## config.mk

```make
export PLATFORM = sky130hd
export DESIGN_NAME = simpsons_sensor
export DESIGN_NICKNAME = d
export VERILOG_FILES = /design/src/rtl/simpsons_sensor.sv
export SDC_FILE = /design/constraint.sdc
export NUM_CORES = 1
export LEC_CHECK = 0
export CAP_MARGIN = 10
export CORE_AREA = 2 2 39 41
export CTS_CLUSTER_SIZE = 24
export DETAILED_ROUTE_END_ITERATION = 8
export DIE_AREA = 0 0 41 43
export GPL_ROUTABILITY_DRIVEN = 1
export PLACE_DENSITY = 0.37
export SYNTH_ARGS = -nofsm -noshare
export SYNTH_HDL_FRONTEND = slang
export SYNTH_SLANG_ARGS = --single-unit
```

## constraint.sdc

```tcl
create_clock -name CLK -period 1.31 [get_ports CLK]
set_clock_uncertainty 0.1 [all_clocks]
set_input_delay 0.262 -clock CLK [delete_from_list [all_inputs] [get_ports CLK]]
set_output_delay 0.262 -clock CLK [all_outputs]
set_load 0.05 [all_outputs]
```

## src/rtl/simpsons_sensor.sv

```systemverilog
// Two-beam doorway passage classifier: Bart (low beam only) or Homer (high beam first) toggles a presence flag.
// Optional macro SIMPSONS_SENSOR_SYNC_EN adds a 2-flop synchronizer on G for asynchronous sensors.
module simpsons_sensor #(
    parameter logic [1:0] INIT_LEVEL = 2'b00
) (
    input  logic       CLK,
    input  logic       RESET,
    input  logic [1:0] G,
    output logic [1:0] LEVEL
);

    typedef enum logic [2:0] {
        S_IDLE       = 3'd0,
        S_BART       = 3'd1,
        S_HOMER_HEAD = 3'd2,
        S_HOMER_BODY = 3'd3,
        S_ABORT      = 3'd4
    } state_t;

    localparam logic [1:0] G_NONE = 2'b00;
    localparam logic [1:0] G_LOW  = 2'b01;
    localparam logic [1:0] G_HIGH = 2'b10;
    localparam logic [1:0] G_BOTH = 2'b11;

    state_t     r_state;
    logic [1:0] r_level;
    logic [1:0] w_g;

`ifdef SIMPSONS_SENSOR_SYNC_EN
    logic [1:0] r_sync_meta;
    logic [1:0] r_sync_out;

    always_ff @(posedge CLK or negedge RESET) begin
        if (!RESET) begin
            r_sync_meta <= 2'b00;
            r_sync_out  <= 2'b00;
        end else begin
            r_sync_meta <= G;
            r_sync_out  <= r_sync_meta;
        end
    end

    assign w_g = r_sync_out;
`else
    assign w_g = G;
`endif

    // A passage only counts when the terminating 00 arrives; anything unexpected parks in ABORT until then.
    always_ff @(posedge CLK or negedge RESET) begin
        if (!RESET) begin
            r_state <= S_IDLE;
            r_level <= INIT_LEVEL;
        end else begin
            case (r_state)
                S_IDLE: begin
                    case (w_g)
                        G_LOW:   r_state <= S_BART;
                        G_HIGH:  r_state <= S_HOMER_HEAD;
                        G_BOTH:  r_state <= S_ABORT;
                        default: r_state <= S_IDLE;
                    endcase
                end
                S_BART: begin
                    case (w_g)
                        G_NONE: begin
                            r_level[0] <= ~r_level[0];
                            r_state    <= S_IDLE;
                        end
                        G_LOW:   r_state <= S_BART;
                        default: r_state <= S_ABORT;
                    endcase
                end
                S_HOMER_HEAD: begin
                    case (w_g)
                        G_NONE:  r_state <= S_IDLE;
                        G_HIGH:  r_state <= S_HOMER_HEAD;
                        default: r_state <= S_HOMER_BODY;
                    endcase
                end
                S_HOMER_BODY: begin
                    if (w_g == G_NONE) begin
                        r_level[1] <= ~r_level[1];
                        r_state    <= S_IDLE;
                    end else begin
                        r_state <= S_HOMER_BODY;
                    end
                end
                S_ABORT: begin
                    if (w_g == G_NONE) begin
                        r_state <= S_IDLE;
                    end else begin
                        r_state <= S_ABORT;
                    end
                end
                default: r_state <= S_IDLE;
            endcase
        end
    end

    assign LEVEL = r_level;

endmodule

```

==> impl_metrics.toml, run 1 <==
[synth]
avgSynthCellArea_um2 = 11.85
ys_seq_elements = 5
synth_cell_type_count = 12
synth_fp_nets = 23
synth_area_um2 = 225.2
synth_top_area_share_pct = 55.56
ys_warn_count = 0
ys_top_cells_by_area = "dfrtp_1 (56%), a2111oi_2 (6.7%), and4bb_1 (5.6%)"
yosysSeqAreaShare_pct = 55.56
syn_inst = 19
yosys.area.top_type = "dfrtp_1"

[global_route]
use_met3_pct = 1.571
grt_pass1_vias = 206
grt_max_degree = 7
met2_usage_pct = 9.063
gr-usage-all-layers_pct = 7.035
antenna_found_initial = 0
grt_first_pass_wirelength_um = 772
grt-busiest-layer = "met4"
met1_usage_pct = 7.419
grt_overflow = 0

[power_and_ir_drop]
p_leak_nw = 0.1459
seqPwrFrac_pct = 36.9
switchingPower_uw = 294.9
p_int_uw = 504.1
peakVddDrop_mv = 0.4331
power_frac_comb_pct = 41.5
switching_share_pct = 36.91
powerDensity_nw_per_um2 = 2289
clockPowerShare_pct = 21.6

[floorplanning]
die_w_um = 41
dieArea_um2 = 1763
num_rows = 14
io_pins = 6
die_h_um = 43
initial_core_util_pct = 16.27
core-area_um2 = 1384

[clock_tree]
cts-root-buf = "clkbuf_4"
clk_latency_ps = 240
cts.sinks = 5
post-cts-setup-buffers = 0
clk_pin_slew_ps = 40
clk_path_buf_depth = 2
cts_hold_buf = 0
numCtsBuffers = 3
cts_tree = "done"
h-tree-depth = 1
cts_resized = 0

[setup_path]
end_kind = "flop"
crit_path_start_kind = "primary input"
required_ps = 1370
slowest_stage = "clkdlybuf4s50_1"
crit_buf_inv = 1
rr_worst_depth = 2
r2r-end = "LEVEL[0]"
worstSetupPathType = "in2reg"
cp_data_arrival_time_ps = 1300
worstPathCellList = "clkdlybuf4s50_1 > nor2_2 > and4bb_1 > xor2_1"
max_stage_delay_ps = 470
regToRegSetupSlack_ps = 270
cp_top_family = "buffers and inverters"
critPathMaxFanout = 4
r2r_start = "r_state[1]"

[timing]
tns_ps = 0
setup_viol = 0
maxSlewViolCount = 0
max_freq_ghz = 0.8049
fin_crit_ps = 1242
hold_viol = 0
worst_slack_ps = 67.63
worst_pin_slew_ps = 243.7
rsz0062_at_grt = "no"
relSlewSlack_pct = 83.72
period_share_pct = 94.84

[final_layout]
drive_above_1_share_pct = 27.59
final_util_pct = 25.23
fin_cells = 45
final_cell_mix = "dfrtp_1 (5), nor2_1 (3), clkbuf_4 (3), clkdlybuf4s50_1 (3)"
areaGrowthSynthToFinish_pct = 55.00
nNetsFinal = 34
design_area_um2 = 349.1
final_common_cell = "dfrtp_1"
antenna_cells = 0
fillers = 143

[placed_design]
gp_congestion = 0.6812
hpwl_um = 323.5
placed_cells = 41
dpl_cell_area_um2 = 322.8
dpl_worst_slack_ps = -178.6
port_buffers = 5

[flow_run]
max-cap-violations = 0

[outcome]
status = "completed"

[routing]
via_per_inst = 4.000
vias = 180
wl_per_cell_um = 8.911
drtAntennaViolNets = 0
drt_iter0_drc = 2
drtPass1Iterations = 2
drc = 0
totalWireLength_um = 401

[min_path]
holdCritPathClass = "in2async"
## area by class of cell
cell class	instances	area, um2	share of cell area, %
clock buffers	4	26.28	7.527
multi-input cells	14	100.1	28.67
flip-flops and latches	5	125.1	35.84
well taps	16	20.02	5.735
repair buffers	6	77.57	22.22
## logic make-up after synthesis
logic type / count (synthesis) / share of synthesized area (%)
AND/OR/NAND/NOR: 9 / 24.45
XOR/XNOR: 2 / 7.779
flip-flops: 5 / 55.56
AO/OA/AOI/OAI: 3 / 12.22
## flip-flops by register name (all words and copies together), names as in the netlist
register,count
r_state,3
LEVEL,2
## power groups by stage
stage / logic, mW / registers, mW / clock network (mW)
after floorplan: 0.0724 / 0.377 / 0
after global placement: 0.335 / 0.296 / 0
after detailed placement: 0.335 / 0.300 / 0
after CTS: 0.336 / 0.297 / 0.185
after global routing: 0.353 / 0.306 / 0.195
final: 0.332 / 0.295 / 0.173
## worst reg2reg max path, cell delays in order, from the launching register on
cell	delay (ps)
dfrtp_1	420
and4bb_1	300
xor2_1	140
## worst max-delay path by stage
| stage | startpoint | end | slack, ps | cells past startpoint |
|---|---|---|---|---|
| finish | G[0] | LEVEL[0] | 70 | 4 |
| global route | G[1] | LEVEL[0] | 10 | 4 |
| CTS | G[1] | LEVEL[0] | 70 | 4 |
| detailed placement | G[1] | LEVEL[0] | -180 | 4 |
| global placement | G[0] | LEVEL[0] | -150 | 4 |
| floorplan | LEVEL[0] | LEVEL[0] | 300 | 1 |
## stage by stage
stage,hold slack (ps),power (mW)
after floorplan,-133.6,0.4491
after global placement,398.5,0.6305
after detailed placement,400.2,0.6344
after CTS,141.6,0.8176
after global routing,155.1,0.8547
final,143.7,0.7991
## synthesized netlist by cell type
master	instances
o21a_1	1
nor2_2	1
nand4b_1	1
dfrtp_1	5
and4bb_1	1
nor2_1	3
nor3_1	2
xnor2_1	1
nor2b_1	1
xor2_1	1
a2111oi_2	1
a21oi_1	1
## per-layer routing
layer	up-vias	wire length (um)	part of all wire, %
met4	0	0	0
li1	88	-	-
met5	-	0	0
met3	0	22	5.5
met2	5	200	50
met1	87	178	44
(Power assumes the default switching activity.)
==> run 2: changes to the inputs <==
--- a/config.mk
+++ b/config.mk
@@ -11,7 +11,7 @@
 export DETAILED_ROUTE_END_ITERATION = 8
 export DIE_AREA = 0 0 41 43
 export GPL_ROUTABILITY_DRIVEN = 1
-export PLACE_DENSITY = 0.37
+export PLACE_DENSITY_LB_ADDON = 0.3
 export SYNTH_ARGS = -nofsm -noshare
 export SYNTH_HDL_FRONTEND = slang
 export SYNTH_SLANG_ARGS = --single-unit
==> run 2 against run 1 <==
Effect of this change: sequential share of layout area fell by 1.2 points; clock-buffer cell count did not move; total power is 0.55% higher; first-iteration DRC count shrank 100%; largest power group unchanged.
==> impl_metrics.toml, run 2 (synthesis gave the netlist of run 1 again) <==
[final_layout]
nNetsFinal = 35
drive_above_1_share_pct = 30.00
antenna_cells = 0
final_util_pct = 26.13
largest_reg_flops = 3
regMostFlops = "r_state"
design_area_um2 = 361.6
fillers = 150
final_common_cell = "dfrtp_1"
final_cell_mix = "dfrtp_1 (5), nor2_1 (3), clkbuf_4 (3), clkdlybuf4s50_1 (3)"
areaGrowthSynthToFinish_pct = 60.56

[global_route]
met2_usage_pct = 8.750
grt_first_pass_wirelength_um = 779
grt_overflow = 0
use_met3_pct = 3.141
antenna_found_initial = 0
gr-usage-all-layers_pct = 7.143
grt_max_degree = 7
grt_pass1_vias = 184
grt-busiest-layer = "met2"
met1_usage_pct = 8.091

[placed_design]
gp_congestion = 0.6289
port_buffers = 5
dpl_cell_area_um2 = 330.3

[floorplanning]
die_w_um = 41
io_pins = 6
dieArea_um2 = 1763
initial_core_util_pct = 16.27
core-area_um2 = 1384
die_h_um = 43
num_rows = 14

[flow_run]
max-cap-violations = 0

[clock_tree]
clk_latency_ps = 240
cts.sinks = 5
post-cts-setup-buffers = 0
cts-root-buf = "clkbuf_4"
numCtsBuffers = 3
clk_path_buf_depth = 2
h-tree-depth = 1
cts_tree = "done"
clk_pin_slew_ps = 40
cts_hold_buf = 0

[setup_path]
critPathMaxFanout = 4
regToRegSetupSlack_ps = 260
end_kind = "flop"
max_stage_delay_ps = 470
required_ps = 1370
cp_data_arrival_time_ps = 1280
r2r_start = "r_state[2]"
slowest_stage = "clkdlybuf4s50_1"
crit_buf_inv = 1
worstPathCellList = "clkdlybuf4s50_1 > nor2_4 > and4bb_1 > xor2_1"
crit_path_start_kind = "primary input"
r2r-end = "LEVEL[0]"
cp_top_family = "buffers and inverters"
rr_worst_depth = 2
worstSetupPathType = "in2reg"

[timing]
max_freq_ghz = 0.8195
fin_crit_ps = 1220
maxSlewViolCount = 0
worst_pin_slew_ps = 287.4
hold_viol = 0
relSlewSlack_pct = 80.80
period_share_pct = 93.15
setup_viol = 0

[routing]
via_per_inst = 3.978
drtAntennaViolNets = 0
drtPass1Iterations = 1
vias = 183
drc = 0
wl_per_cell_um = 9.109
drt_iter0_drc = 0
totalWireLength_um = 419

[power_and_ir_drop]
power_frac_comb_pct = 42.3
p_leak_nw = 0.1515
clockPowerShare_pct = 21.3
peakVddDrop_mv = 0.4253
switching_share_pct = 36.95
p_int_uw = 506.6
powerDensity_nw_per_um2 = 2222
switchingPower_uw = 296.9
seqPwrFrac_pct = 36.4
finalPower_uw = 803.5

[min_path]
holdCritPathClass = "in2async"

[outcome]
status = "completed"
==> run 2: cell count changes in the layout (fill, tap and decap cells not counted), sizes merged <==
| cell | previous run | this run |
|---|---|---|
| buf | 3 | 4 |
==> run 2: layout make-up <==
type	count	area, um2	share of cell area [%]
clock buffers	4	26.28	7.266
multi-input cells	14	105.1	29.07
flip-flops and latches	5	125.1	34.60
well taps	16	20.02	5.536
repair buffers	7	85.08	23.53
==> run 2: worst max-delay path by stage <==
stage,startpoint,to,cells past startpoint
final,G[1],LEVEL[0],4
after CTS,G[1],LEVEL[0],4
after floorplan,LEVEL[0],LEVEL[0],1
after global placement,G[1],LEVEL[0],4
after detailed placement,G[1],LEVEL[0],4
after global routing,G[0],r_state[2],4
==> run 2: metrics by stage <==
| stage | worst slack [ps] | instances | TNS, ps | hold WS (ps) |
|---|---|---|---|---|
| floorplan | 296.2 | 19 | 0 | -133.6 |
| global placement | -155.2 | 42 | -378.7 | 394.2 |
| detailed placement | -192.7 | 42 | -524.8 | 401.6 |
| CTS | 58.67 | 46 | 0 | 147.5 |
| global route | -16.71 | 46 | -22.46 | 156.3 |
| finish | 89.74 | 46 | 0 | 146.8 |
==> run 2: repair_timing <==
item                       4_1_cts  5_1_grt
setup endpoints to repair        0        1
gates resized for setup          0        1
hold endpoints to repair         0        0
==> run 2: power groups by stage <==
| stage | clock [mW] | combinational [mW] | sequential (mW) |
|---|---|---|---|
| 2_1_floorplan | 0 | 0.0724 | 0.377 |
| 3_3_place_gp | 0 | 0.338 | 0.293 |
| 3_5_place_dp | 0 | 0.341 | 0.296 |
| 4_1_cts | 0.179 | 0.341 | 0.294 |
| 5_1_grt | 0.194 | 0.364 | 0.307 |
| 6_report | 0.171 | 0.340 | 0.293 |
==> run 2: layer usage <==
layer | part of all wire [%] | vias to the layer above
met3 | 10 | 0
met1 | 39 | 87
met5 | 0 | -
met2 | 51 | 6
met4 | 0 | 0
li1 | - | 90
==> run 3: changes to the inputs <==
--- a/config.mk
+++ b/config.mk
@@ -6,12 +6,15 @@
 export NUM_CORES = 1
 export LEC_CHECK = 0
 export CAP_MARGIN = 10
+export CELL_PAD_IN_SITES_DETAIL_PLACEMENT = 1
+export CELL_PAD_IN_SITES_GLOBAL_PLACEMENT = 2
 export CORE_AREA = 2 2 39 41
 export CTS_CLUSTER_SIZE = 24
 export DETAILED_ROUTE_END_ITERATION = 8
 export DIE_AREA = 0 0 41 43
 export GPL_ROUTABILITY_DRIVEN = 1
 export PLACE_DENSITY_LB_ADDON = 0.3
+export RECOVER_POWER = 25
 export SYNTH_ARGS = -nofsm -noshare
 export SYNTH_HDL_FRONTEND = slang
 export SYNTH_SLANG_ARGS = --single-unit
==> run 3 against run 2 <==
Effect of this change: utilization decreased by 0.90 points; register-to-register slack about the same; fmax decreased by 2.1%; worst setup slack got worse by 26 ps; largest cell class unchanged; sequential power increased by 3%; critical path depth unchanged; sequential share of layout area increased by 1.2 points; clock-buffer cell count unchanged; largest power group unchanged; worst hold slack improved by 68 ps; combinational power decreased by 3%.
==> impl_metrics.toml, run 3 (synthesis gave the netlist of run 1 again) <==
[outcome]
status = "completed"

[global_route]
grt_first_pass_wirelength_um = 786
gr-usage-all-layers_pct = 7.770
grt-busiest-layer = "met4"
met2_usage_pct = 9.375
grt_overflow = 0
grt_max_degree = 7
met1_usage_pct = 8.497
antenna_found_initial = 0
use_met3_pct = 1.571
grt_pass1_vias = 180

[setup_path]
required_ps = 1380
worstPathCellList = "clkdlybuf4s50_1 > nor2_2 > and4bb_1 > xor2_1"
max_stage_delay_ps = 450
regToRegSetupSlack_ps = 250
end_kind = "flop"
critPathMaxFanout = 4
slowest_stage = "clkdlybuf4s50_1"
cp_top_family = "simple AND/OR/NAND/NOR gates"
cp_data_arrival_time_ps = 1310
crit_buf_inv = 1
crit_path_start_kind = "primary input"
worstSetupPathType = "in2reg"

[routing]
wl_per_cell_um = 10.40
drc = 0
drt_iter0_drc = 0
via_per_inst = 3.889
drtPass1Iterations = 1
drtAntennaViolNets = 0
totalWireLength_um = 468
vias = 175

[floorplanning]
dieArea_um2 = 1763
num_rows = 14
die_h_um = 43
io_pins = 6
core-area_um2 = 1384
die_w_um = 41
initial_core_util_pct = 16.27

[clock_tree]
cts-root-buf = "clkbuf_4"
clk_latency_ps = 240
cts_hold_buf = 0
h-tree-depth = 1
numCtsBuffers = 3
clk_path_buf_depth = 2
cts.sinks = 5
cts_resized = 0
cts_tree = "done"
clk_pin_slew_ps = 40
post-cts-setup-buffers = 0

[placed_design]
dpl_cell_area_um2 = 322.8
port_buffers = 5
gp_congestion = 0.6756
dpl_worst_slack_ps = -192.2

[final_layout]
largest_reg_flops = 3
design_area_um2 = 349.1
antenna_cells = 0
nNetsFinal = 34
drive_above_1_share_pct = 27.59
areaGrowthSynthToFinish_pct = 55.00
final_cell_mix = "dfrtp_1 (5), nor2_1 (3), clkbuf_4 (3)"
fillers = 155
final_common_cell = "dfrtp_1"
regMostFlops = "r_state"

[power_and_ir_drop]
peakVddDrop_mv = 0.3292
p_leak_nw = 0.1462
powerDensity_nw_per_um2 = 2319

[timing]
setup_viol = 0
worst_pin_slew_ps = 249.8
worst_slack_ps = 64.14
fin_crit_ps = 1246
rsz0062_at_grt = "no"
maxSlewViolCount = 0
relSlewSlack_pct = 83.32
hold_viol = 0
period_share_pct = 95.10
max_freq_ghz = 0.8027

[min_path]
holdCritPathClass = "in2async"

[flow_run]
max-cap-violations = 0
[run 3: cell count changes in the layout (fill, tap and decap cells not counted), sizes merged]
cell	previous run	this run
clkdlybuf4s50	3	2
buf	4	3
dlygate4sd3	0	1
[run 3: final timing paths]
path / to / depth (start not counted) / startpoint
max: LEVEL[0] / 4 / G[1]
min: r_state[2] / 1 / RESET
max reg2reg: LEVEL[0] / 2 / r_state[1]
min reg2reg: LEVEL[1] / 1 / LEVEL[1]
max in group asynchronous: LEVEL[1] / 1 / RESET
min in group CLK: LEVEL[1] / 1 / LEVEL[1]
[run 3: layout make-up]
cell class / count / area, um2 / area share (%)
clock buffer: 4 / 26.28 / 7.527
multi-input combinational: 14 / 100.1 / 28.67
sequential: 5 / 125.1 / 35.84
tap: 16 / 20.02 / 5.735
timing repair buffer: 6 / 77.57 / 22.22
[run 3: layer usage]
metal	part of all wire, %	vias to the layer above
li1	-	88
met1	43	82
met2	50	5
met3	6.4	0
met4	0	0
met5	0	-
[run 3: through the flow]
stage | total power [mW] | hold slack, ps | util [%] | std cells | setup TNS, ps
2_1_floorplan | 0.4491 | -133.6 | - | 19 | 0
3_3_place_gp | 0.6304 | 402.8 | 23.33 | 41 | -413.2
4_1_cts | 0.8275 | 148.1 | 25.23 | 45 | 0
6_report | 0.8094 | 215.2 | 25.23 | 45 | 0
3_5_place_dp | 0.6401 | 407.6 | 23.33 | 41 | -480.9
5_1_grt | 0.8643 | 229.2 | 25.23 | 45 | 0
[run 3: report_power, final]
part | total, mW | internal [mW] | switching (mW)
Sequential | 0.301 | 0.213 | 0.0879
Clock | 0.178 | 0.115 | 0.0624
Combinational | 0.331 | 0.175 | 0.156
Total | 0.809 | 0.503 | 0.306
[run 3: worst register-to-register path, cell delays in order, from the launching register on]
cell and delay [ps]:
dfrtp_1 440, and4bb_1 310, xor2_1 140
